<file path="config.mk">
export PLATFORM = sky130hd
export DESIGN_NAME = main_mem_if
export DESIGN_NICKNAME = d
export VERILOG_FILES = /design/src/rtl/cache_pkg.sv /design/src/rtl/main_mem_beat_asm.sv /design/src/rtl/main_mem_if.sv
export SDC_FILE = /design/constraint.sdc
export NUM_CORES = 1
export LEC_CHECK = 0
export CORE_MARGIN = 2
export CORE_UTILIZATION = 30
export DETAILED_ROUTE_END_ITERATION = 16
export PLACE_DENSITY = 0.64
export SKIP_CTS_REPAIR_TIMING = 1
export SLEW_MARGIN = 20
export SYNTH_ARGS = -nofsm -noshare
export SYNTH_HDL_FRONTEND = slang
export SYNTH_HIERARCHICAL = 1
export SYNTH_SLANG_ARGS = --single-unit
export TNS_END_PERCENT = 30
</file>
<file path="constraint.sdc">
create_clock -name clk -period 2.13 [get_ports clk]
set_input_delay 0.426 -clock clk [delete_from_list [all_inputs] [get_ports clk]]
set_output_delay 0.426 -clock clk [all_outputs]
set_load 0.03 [all_outputs]
</file>
<file path="src/rtl/cache_pkg.sv">
// Shared widths and state encoding for the cache-to-memory interface.
package cache_pkg;

  localparam int unsigned ADDR_W      = 32;
  localparam int unsigned BLOCK_BITS  = 512;
  localparam int unsigned OFFSET_BITS = 6;
  localparam int unsigned BEAT_BITS   = 64;
  localparam int unsigned BEATS       = BLOCK_BITS / BEAT_BITS;
  localparam int unsigned BEAT_CNT_W  = $clog2(BEATS);

  typedef enum logic [2:0] {
    StIdle,
    StRdCmd,
    StRdData,
    StWrCmd,
    StWrAck,
    StDone
  } mem_if_state_t;

endpackage

</file>
<file path="src/rtl/main_mem_beat_asm.sv">
// Beat counter and block deserialiser: places each read beat into the refill block,
// lowest address first, and flags the final beat of the block.
module main_mem_beat_asm
  import cache_pkg::*;
(
  input  logic                  clk,
  input  logic                  rst_n,
  input  logic                  clear,
  input  logic                  beat_valid,
  input  logic [BEAT_BITS-1:0]  beat_data,
  output logic [BLOCK_BITS-1:0] block,
  output logic                  last
);

  logic [BEAT_CNT_W-1:0] beat_cnt_q;
  logic [BLOCK_BITS-1:0] block_q;

  assign last  = beat_valid && (beat_cnt_q == BEAT_CNT_W'(BEATS - 1));
  assign block = block_q;

  // Write the incoming beat into its slot; counter wraps after the last beat.
  always_ff @(posedge clk or negedge rst_n) begin
    if (!rst_n) begin
      beat_cnt_q <= '0;
      block_q    <= '0;
    end else if (clear) begin
      beat_cnt_q <= '0;
      block_q    <= '0;
    end else if (beat_valid) begin
      for (int i = 0; i < int'(BEATS); i++) begin
        if (beat_cnt_q == BEAT_CNT_W'(i)) begin
          block_q[i*BEAT_BITS +: BEAT_BITS] <= beat_data;
        end
      end
      beat_cnt_q <= last ? '0 : beat_cnt_q + 1'b1;
    end
  end

endmodule

</file>
<file path="src/rtl/main_mem_if.sv">
// Main memory interface: turns cache refills into a block-read command plus BEATS read
// beats, and write-through words into a single write command. Returns a one-cycle ready.
// Optional watchdog: define MAIN_MEM_TIMEOUT_EN to abort a stuck transaction after
// TIMEOUT_CYCLES non-idle cycles and raise the sticky mem_err flag.
module main_mem_if
  import cache_pkg::*;
#(
  parameter int unsigned TIMEOUT_CYCLES = 255
) (
  input  logic                  clk,
  input  logic                  rst_n,
  input  logic [ADDR_W-1:0]     main_mem_addr,
  input  logic [31:0]           main_mem_data_out,
  input  logic                  main_mem_read_req,
  input  logic                  main_mem_write_req,
  output logic [BLOCK_BITS-1:0] main_mem_data_in,
  output logic                  main_mem_ready,
  output logic                  mem_cmd_valid,
  input  logic                  mem_cmd_ready,
  output logic                  mem_cmd_write,
  output logic [ADDR_W-1:0]     mem_cmd_addr,
  output logic [31:0]           mem_cmd_wdata,
  input  logic                  mem_rvalid,
  input  logic [BEAT_BITS-1:0]  mem_rdata,
  input  logic                  mem_wack,
  output logic                  mem_err
);

  mem_if_state_t      state_q;
  logic               cmd_valid_q;
  logic               cmd_write_q;
  logic [ADDR_W-1:0]  cmd_addr_q;
  logic [31:0]        cmd_wdata_q;
  logic               ready_q;

  logic               timeout_hit;
  logic               beat_valid;
  logic               beat_last;
  logic               beat_clear;

  // Beats only count while a refill is waiting for data; strays elsewhere are dropped.
  assign beat_valid = mem_rvalid && (state_q == StRdData);
  // A refill that times out leaves an all-zero block behind.
  assign beat_clear = timeout_hit && ((state_q == StRdCmd) || (state_q == StRdData));

  main_mem_beat_asm u_beat_asm (
    .clk        (clk),
    .rst_n      (rst_n),
    .clear      (beat_clear),
    .beat_valid (beat_valid),
    .beat_data  (mem_rdata),
    .block      (main_mem_data_in),
    .last       (beat_last)
  );

`ifdef MAIN_MEM_TIMEOUT_EN
  localparam int unsigned WdW = $clog2(TIMEOUT_CYCLES + 1);

  logic [WdW-1:0] wd_q;
  logic           err_q;

  assign timeout_hit = (state_q != StIdle) && (state_q != StDone) &&
                       (wd_q == WdW'(TIMEOUT_CYCLES - 1));
  assign mem_err     = err_q;

  // Watchdog: held at zero in idle, counts every cycle of an active transaction.
  always_ff @(posedge clk or negedge rst_n) begin
    if (!rst_n) begin
      wd_q <= '0;
    end else if (state_q == StIdle) begin
      wd_q <= '0;
    end else if (state_q != StDone) begin
      wd_q <= wd_q + 1'b1;
    end
  end

  // Sticky error flag, cleared only by reset.
  always_ff @(posedge clk or negedge rst_n) begin
    if (!rst_n) begin
      err_q <= 1'b0;
    end else if (timeout_hit) begin
      err_q <= 1'b1;
    end
  end

  logic unused_cfg;
  assign unused_cfg = ^main_mem_addr[1:0];
`else
  assign timeout_hit = 1'b0;
  assign mem_err     = 1'b0;

  logic unused_cfg;
  assign unused_cfg = ^{main_mem_addr[1:0], TIMEOUT_CYCLES[0]};
`endif

  // Transaction FSM with registered command and completion outputs.
  always_ff @(posedge clk or negedge rst_n) begin
    if (!rst_n) begin
      state_q     <= StIdle;
      cmd_valid_q <= 1'b0;
      cmd_write_q <= 1'b0;
      cmd_addr_q  <= '0;
      cmd_wdata_q <= '0;
      ready_q     <= 1'b0;
    end else begin
      ready_q <= 1'b0;
      unique case (state_q)
        StIdle: begin
          // Write wins when both requests are present.
          if (main_mem_write_req) begin
            state_q     <= StWrCmd;
            cmd_valid_q <= 1'b1;
            cmd_write_q <= 1'b1;
            cmd_addr_q  <= {main_mem_addr[ADDR_W-1:2], 2'b00};
            cmd_wdata_q <= main_mem_data_out;
          end else if (main_mem_read_req) begin
            state_q     <= StRdCmd;
            cmd_valid_q <= 1'b1;
            cmd_write_q <= 1'b0;
            cmd_addr_q  <= {main_mem_addr[ADDR_W-1:OFFSET_BITS], {OFFSET_BITS{1'b0}}};
          end
        end
        StRdCmd: begin
          if (mem_cmd_ready) begin
            state_q     <= StRdData;
            cmd_valid_q <= 1'b0;
          end
        end
        StWrCmd: begin
          if (mem_cmd_ready) begin
            state_q     <= StWrAck;
            cmd_valid_q <= 1'b0;
          end
        end
        StRdData: begin
          if (beat_last) begin
            state_q <= StDone;
            ready_q <= 1'b1;
          end
        end
        StWrAck: begin
          if (mem_wack) begin
            state_q <= StDone;
            ready_q <= 1'b1;
          end
        end
        StDone: begin
          state_q <= StIdle;
        end
        default: begin
          state_q <= StIdle;
        end
      endcase
      // Watchdog abort overrides whatever the transaction was waiting on.
      if (timeout_hit) begin
        state_q     <= StDone;
        ready_q     <= 1'b1;
        cmd_valid_q <= 1'b0;
      end
    end
  end

  assign mem_cmd_valid  = cmd_valid_q;
  assign mem_cmd_write  = cmd_write_q;
  assign mem_cmd_addr   = cmd_addr_q;
  assign mem_cmd_wdata  = cmd_wdata_q;
  assign main_mem_ready = ready_q;

endmodule

</file>
== After elaboration in Yosys (flattened, before gate mapping) ==
Cells that the tools add are included.
W data, S select, Z words.
Word-level totals
  register bits: 585
  input bits: 135
  output and inout bits: 580
  word-level logic and storage cells: 71
Cells by class
  $add $sub $neg: 1
  equality and inequality tests: 17
  mux-type cells: 19
  reductions and logical operators: 19
Operator list (number)
  $mux W32: 2
  $mux W3: 7
  $reduce_and A2 Y1: 10
  $eq A3 B3 Y1 const B: 5
  $pmux W3 S5: 1
  $eq A3 B2 Y1 const B: 4
  $mux W1: 7
  $eq A3 B1 Y1 const B: 2
  $logic_not A3 Y1: 2
  $ne A2 B2 Y1 const B: 3
  $reduce_and A5 Y1: 1
  $ne A2 B1 Y1 const B: 2
  $pmux W1 S2: 2
  $reduce_bool A2 Y1: 2
  $add A3 B1 Y3 const B: 1
  $ne A3 B3 Y1 const B: 1
  $reduce_and A3 Y1: 1
  $logic_and A1 B1 Y1: 2
  $reduce_or A2 Y1: 1

== Logic depth before layout (Yosys ltp) ==
  depth after elaboration: 5
  gate-level depth with buffers: 11
  gate-level depth less buffers: 6

== Cells and area by module ==
Netlist, hierarchy kept.
Modules (own cells, without submodules)
  main_mem_beat_asm: times used 1, cells each 1921, area each 23209.8 um^2, sequential area each 12887.4 um^2
  main_mem_if: times used 1, cells each 172, area each 2925.3 um^2, sequential area each 1701.6 um^2

== Worst setup path before layout ==
OpenSTA, ideal clock, no wires.
  path kind: reg2reg
  start: register state_q[2]
  end: register state_q[1]
  library setup time: 79 ps
  arrival time: 2064 ps
  data required time: 2051 ps
  setup slack: -13 ps
  stages on the path, launching flop included: 12
  path buffers: 5
  period minus slack after synthesis: 2143 ps
  cell sequence: dfrtp_1 clkbuf_1 nand2b_1 nor3b_1 buf_4 buf_6 buf_4 buf_2 and2_1 nand2b_1 mux2i_1 mux2i_1
On the way
  word-level cells in the longest chain between the ends: 5
  elaborated cells between the ends (all ways): 14
  those cells by class: 9 x eq/ne; 1 x mux; 4 x reduce/logical
RTL lines
  start, declared: RTL line main_mem_if.sv:29  | mem_if_state_t state_q;
  start signal, assigned: RTL line main_mem_if.sv:99  | state_q <= StIdle;
  start signal, assigned: RTL line main_mem_if.sv:111  | state_q <= StWrCmd;
  start signal, assigned: RTL line main_mem_if.sv:117  | state_q <= StRdCmd;
  $eq A3 B2 Y1: RTL line main_mem_if.sv:42  | assign beat_valid = mem_rvalid && (state_q == StRdData);
  $logic_and A1 B1 Y1: RTL line main_mem_if.sv:42
  net beat_valid: RTL line main_mem_if.sv:37  | logic beat_valid;
  $logic_and A1 B1 Y1: RTL line main_mem_beat_asm.sv:18  | assign last = beat_valid && (beat_cnt_q == BEAT_CNT_W'(BEATS - 1));
  net beat_last: RTL line main_mem_if.sv:38  | logic beat_last;
  $ne A2 B1 Y1 (no line)
  $reduce_and A5 Y1 (no line)
The timed path passes the listed nets, and every way through them passes these cells.
A chain may end at the register's enable or synchronous reset.

== Worst setup path in the final report ==
  start: register u_beat_asm.block_q[71], in the netlist u_beat_asm/block[71]
  end: output port main_mem_data_in[71]
RTL lines
  start, declared: RTL line main_mem_beat_asm.sv:16  | logic [BLOCK_BITS-1:0] block_q;
  start signal, assigned by index: RTL line main_mem_beat_asm.sv:32  | block_q[i*BEAT_BITS +: BEAT_BITS] <= beat_data;
  end, declared: RTL line main_mem_if.sv:16  | output logic [BLOCK_BITS-1:0] main_mem_data_in,
No word-level cell between the ends.

==> metrics.yaml <==
worst_setup_path:
  critPathKind: "flip-flop to output port"
  crit_path_end_kind: "output port"
  cp-start-kind: "flip-flop"
  r2r_start: "state_q[2]"
  r2r-end: "u_beat_asm/block[154]"
  crit_family: "buffers and inverters"
  crit_buf_inv: 1
  r2r_cells: 6
  path_max_fanout: 2
  cp_data_required_time_ns: 1.70
  rrSetupSlack_ns: 0.21
  crit_path_max_incr_delay_ns: 0.68
  cp.arrival_ns: 1.66
  cp_slowest_cell: "clkdlybuf4s50_1"
  worstPathCellList: "clkdlybuf4s50_1"
logic_synthesis:
  synth_top_area_share_pct: 55.8
  synth_most_common_cell: "dfrtp_1"
  synth.largest_area_cell: "dfrtp_1"
  syn_inst: 2093
  synth.distinct_cells: 35
  avgSynthCellArea_um2: 12.5
  ys_ff_latch: 583
  synthTopCellsByCount: "583 x dfrtp_1, 454 x nand2b_1, 386 x mux2i_1"
  synth_edf_count: 0
  ys.flop_type: "dfrtp_1"
  yosys-top-cells-area: "dfrtp_1 56%, mux2i_1 15%, nand2b_1 11%"
  async_reset_ff_share_pct: 100
  yosys_warnings: 6
  synth_seq_area_share_pct: 55.8
  syn-cell-area_um2: 26100
routing:
  drt-met1-wl_um: 37500
  dr_wl_met2_um: 43000
  drc: 0
  ant_nets: 0
  vias: 18700
  first_iter_violations: 1217
  dr.pass1.iters: 5
  wl_per_cell_um: 22.4
  dr.max_layer_used: "met5"
  viasPerCell: 4.67
  wl_met3_um: 6380
  wl_um: 89700
run_status:
  status: "finished clean"
power:
  leakagePower_uw: 0.0231
  ir_drop_v: 0.000649
  power_density_nw_per_um2: 830
clocking:
  numCtsBuffers: 70
  clock-sinks: 583
  clock_latency_ns: 0.60
  clock_path_buffers: 3
  cts_tree: "yes"
  cts-root-buf: "clkbuf_16"
  path_clk_slew_ns: 0.06
  htree_levels: 3
floorplanning:
  io_pins: 715
  die_h_um: 299
  rows: 108
  coreArea_um2: 86500
  start_util_pct: 30.2
  die-area_um2: 89500
  dieWidth_um: 299
sta:
  setup_viol: 0
  finClkSkew_ns: 0.0231
  timing.final.crit_share_pct: 97.9
  fin_crit_ns: 2.09
  slew-limit-headroom_pct: 63.9
  final_max_slew_viol_count: 0
  whs_ns: 0.318
  finalHoldViolations: 0
  worst_slew_pin_slew_ns: 0.541
  fmax_mhz: 479
run:
  maxCapViolCount: 0
cells_and_area:
  n_fill_cell: 8031
  nets: 2931
  drive_gt1_share_pct: 13.9
  area_growth_pct: 45.0
  fin_util_pct: 43.8
global_routing:
  antenna_found_initial: 4
  grt-ovfl-total: 0
  grt_max_degree: 281
  grt_pass1_vias: 19400
  grt_pass1_wl_um: 132000
  grt_util_all_layers_pct: 19.4
placement:
  portBuffers: 709
  post-dp-hpwl_um: 60400
  place.gp.congestion: 0.828
worst_hold_path:
  hold_path.class: "input pin to async pin"
==> power breakdown <==
part           switching [µW]  internal, µW
Sequential                450         11900
Combinational            3920          3190
Clock                    4930          7060
Total                    9310         22100
==> cell families (layout without fill, tap and decap cells) <==
group / Yosys count / in the layout / synth area share, %
simple gates: 606 / 606 / 13.9
mux: 444 / 444 / 17.9
buf+inv: 181 / 926 / 4.25
other cells: 1 / 8 / 0.0143
flops: 583 / 583 / 55.8
fa+ha+maj: 6 / 6 / 0.287
compound gates: 272 / 272 / 7.76
==> final cells by class <==
cell class / count / area (µm²) / share of cell area [%]
well taps: 1155 / 1450 / 3.81
repair buffers: 798 / 9010 / 23.8
inverters: 3 / 11.3 / 0.0297
flip-flops and latches: 583 / 14600 / 38.5
diodes: 2 / 5.00 / 0.0132
multi-input cells: 1334 / 10500 / 27.8
clock inverters: 21 / 221 / 0.585
clock buffers: 104 / 2080 / 5.49
==> flip-flops by register name (all words and copies together), names as in the netlist <==
name                   cells
mem_cmd_write              1
mem_cmd_wdata             32
state_q                    3
u_beat_asm/beat_cnt_q      3
u_beat_asm/block         512
main_mem_ready             1
mem_cmd_addr              30
mem_cmd_valid              1
==> metrics by stage <==
step / worst slack, ns / setup TNS, ns / power [µW] / cells / instance area, µm²
floorplan: 0.0661 / 0 / 16800 / 2098 / 26200
global placement: -0.162 / -29.05 / 19600 / 3872 / 34800
detailed placement: -0.190 / -40.48 / 19600 / 3872 / 34800
CTS: -0.122 / -4.64 / 31800 / 3997 / 37100
global route: -0.00345 / -0.00371 / 32600 / 4000 / 37900
finish: 0.0444 / 0 / 31400 / 4000 / 37900
==> how the worst max path moves through the flow <==
stage	slack [ns]	cells past startpoint	from	to
6_report	0.04	1	u_beat_asm/block[71]	main_mem_data_in[71]
5_1_grt	-0.003	1	u_beat_asm/block[47]	main_mem_data_in[47]
4_1_cts	-0.12	1	u_beat_asm/block[478]	main_mem_data_in[478]
3_5_place_dp	-0.19	8	mem_rvalid	state_q[1]
3_3_place_gp	-0.16	8	mem_rvalid	state_q[1]
2_1_floorplan	0.07	11	state_q[2]	state_q[1]
==> layout by cell type, fill, tap and decap left out, types with 2 or more instances in the layout <==
master,netlist,routed
nand2b_1,454,454
mux2_4,45,45
nand3_1,131,128
clkbuf_16,0,71
o21ai_0,3,3
clkinv_2,0,11
ha_4,0,2
mux2_2,13,13
conb_1,1,6
inv_1,3,3
buf_4,41,52
a21bo_2,128,128
bufinv_16,0,2
clkinv_8,0,2
inv_6,0,3
a22o_1,4,4
dfrtp_1,583,583
dlymetal6s2s_1,0,314
nand2_1,2,2
clkdlybuf4s50_1,0,394
or3b_1,2,2
nand3b_1,6,6
clkbuf_8,0,18
buf_12,12,36
inv_16,0,2
nor2_1,3,3
mux2i_1,386,386
a21oi_1,133,133
nand3_4,0,3
ha_1,6,4
clkbuf_1,76,15
diode_2,0,2
==> layer usage <==
layer | vias up | track usage (%)
met5 | - | 0
met4 | 2 | 6.48
met3 | 135 | 5.79
met2 | 557 | 31.9
met1 | 9462 | 24.4
li1 | 8505 | -
No activity file was read; power rests on OpenSTA's default activity.
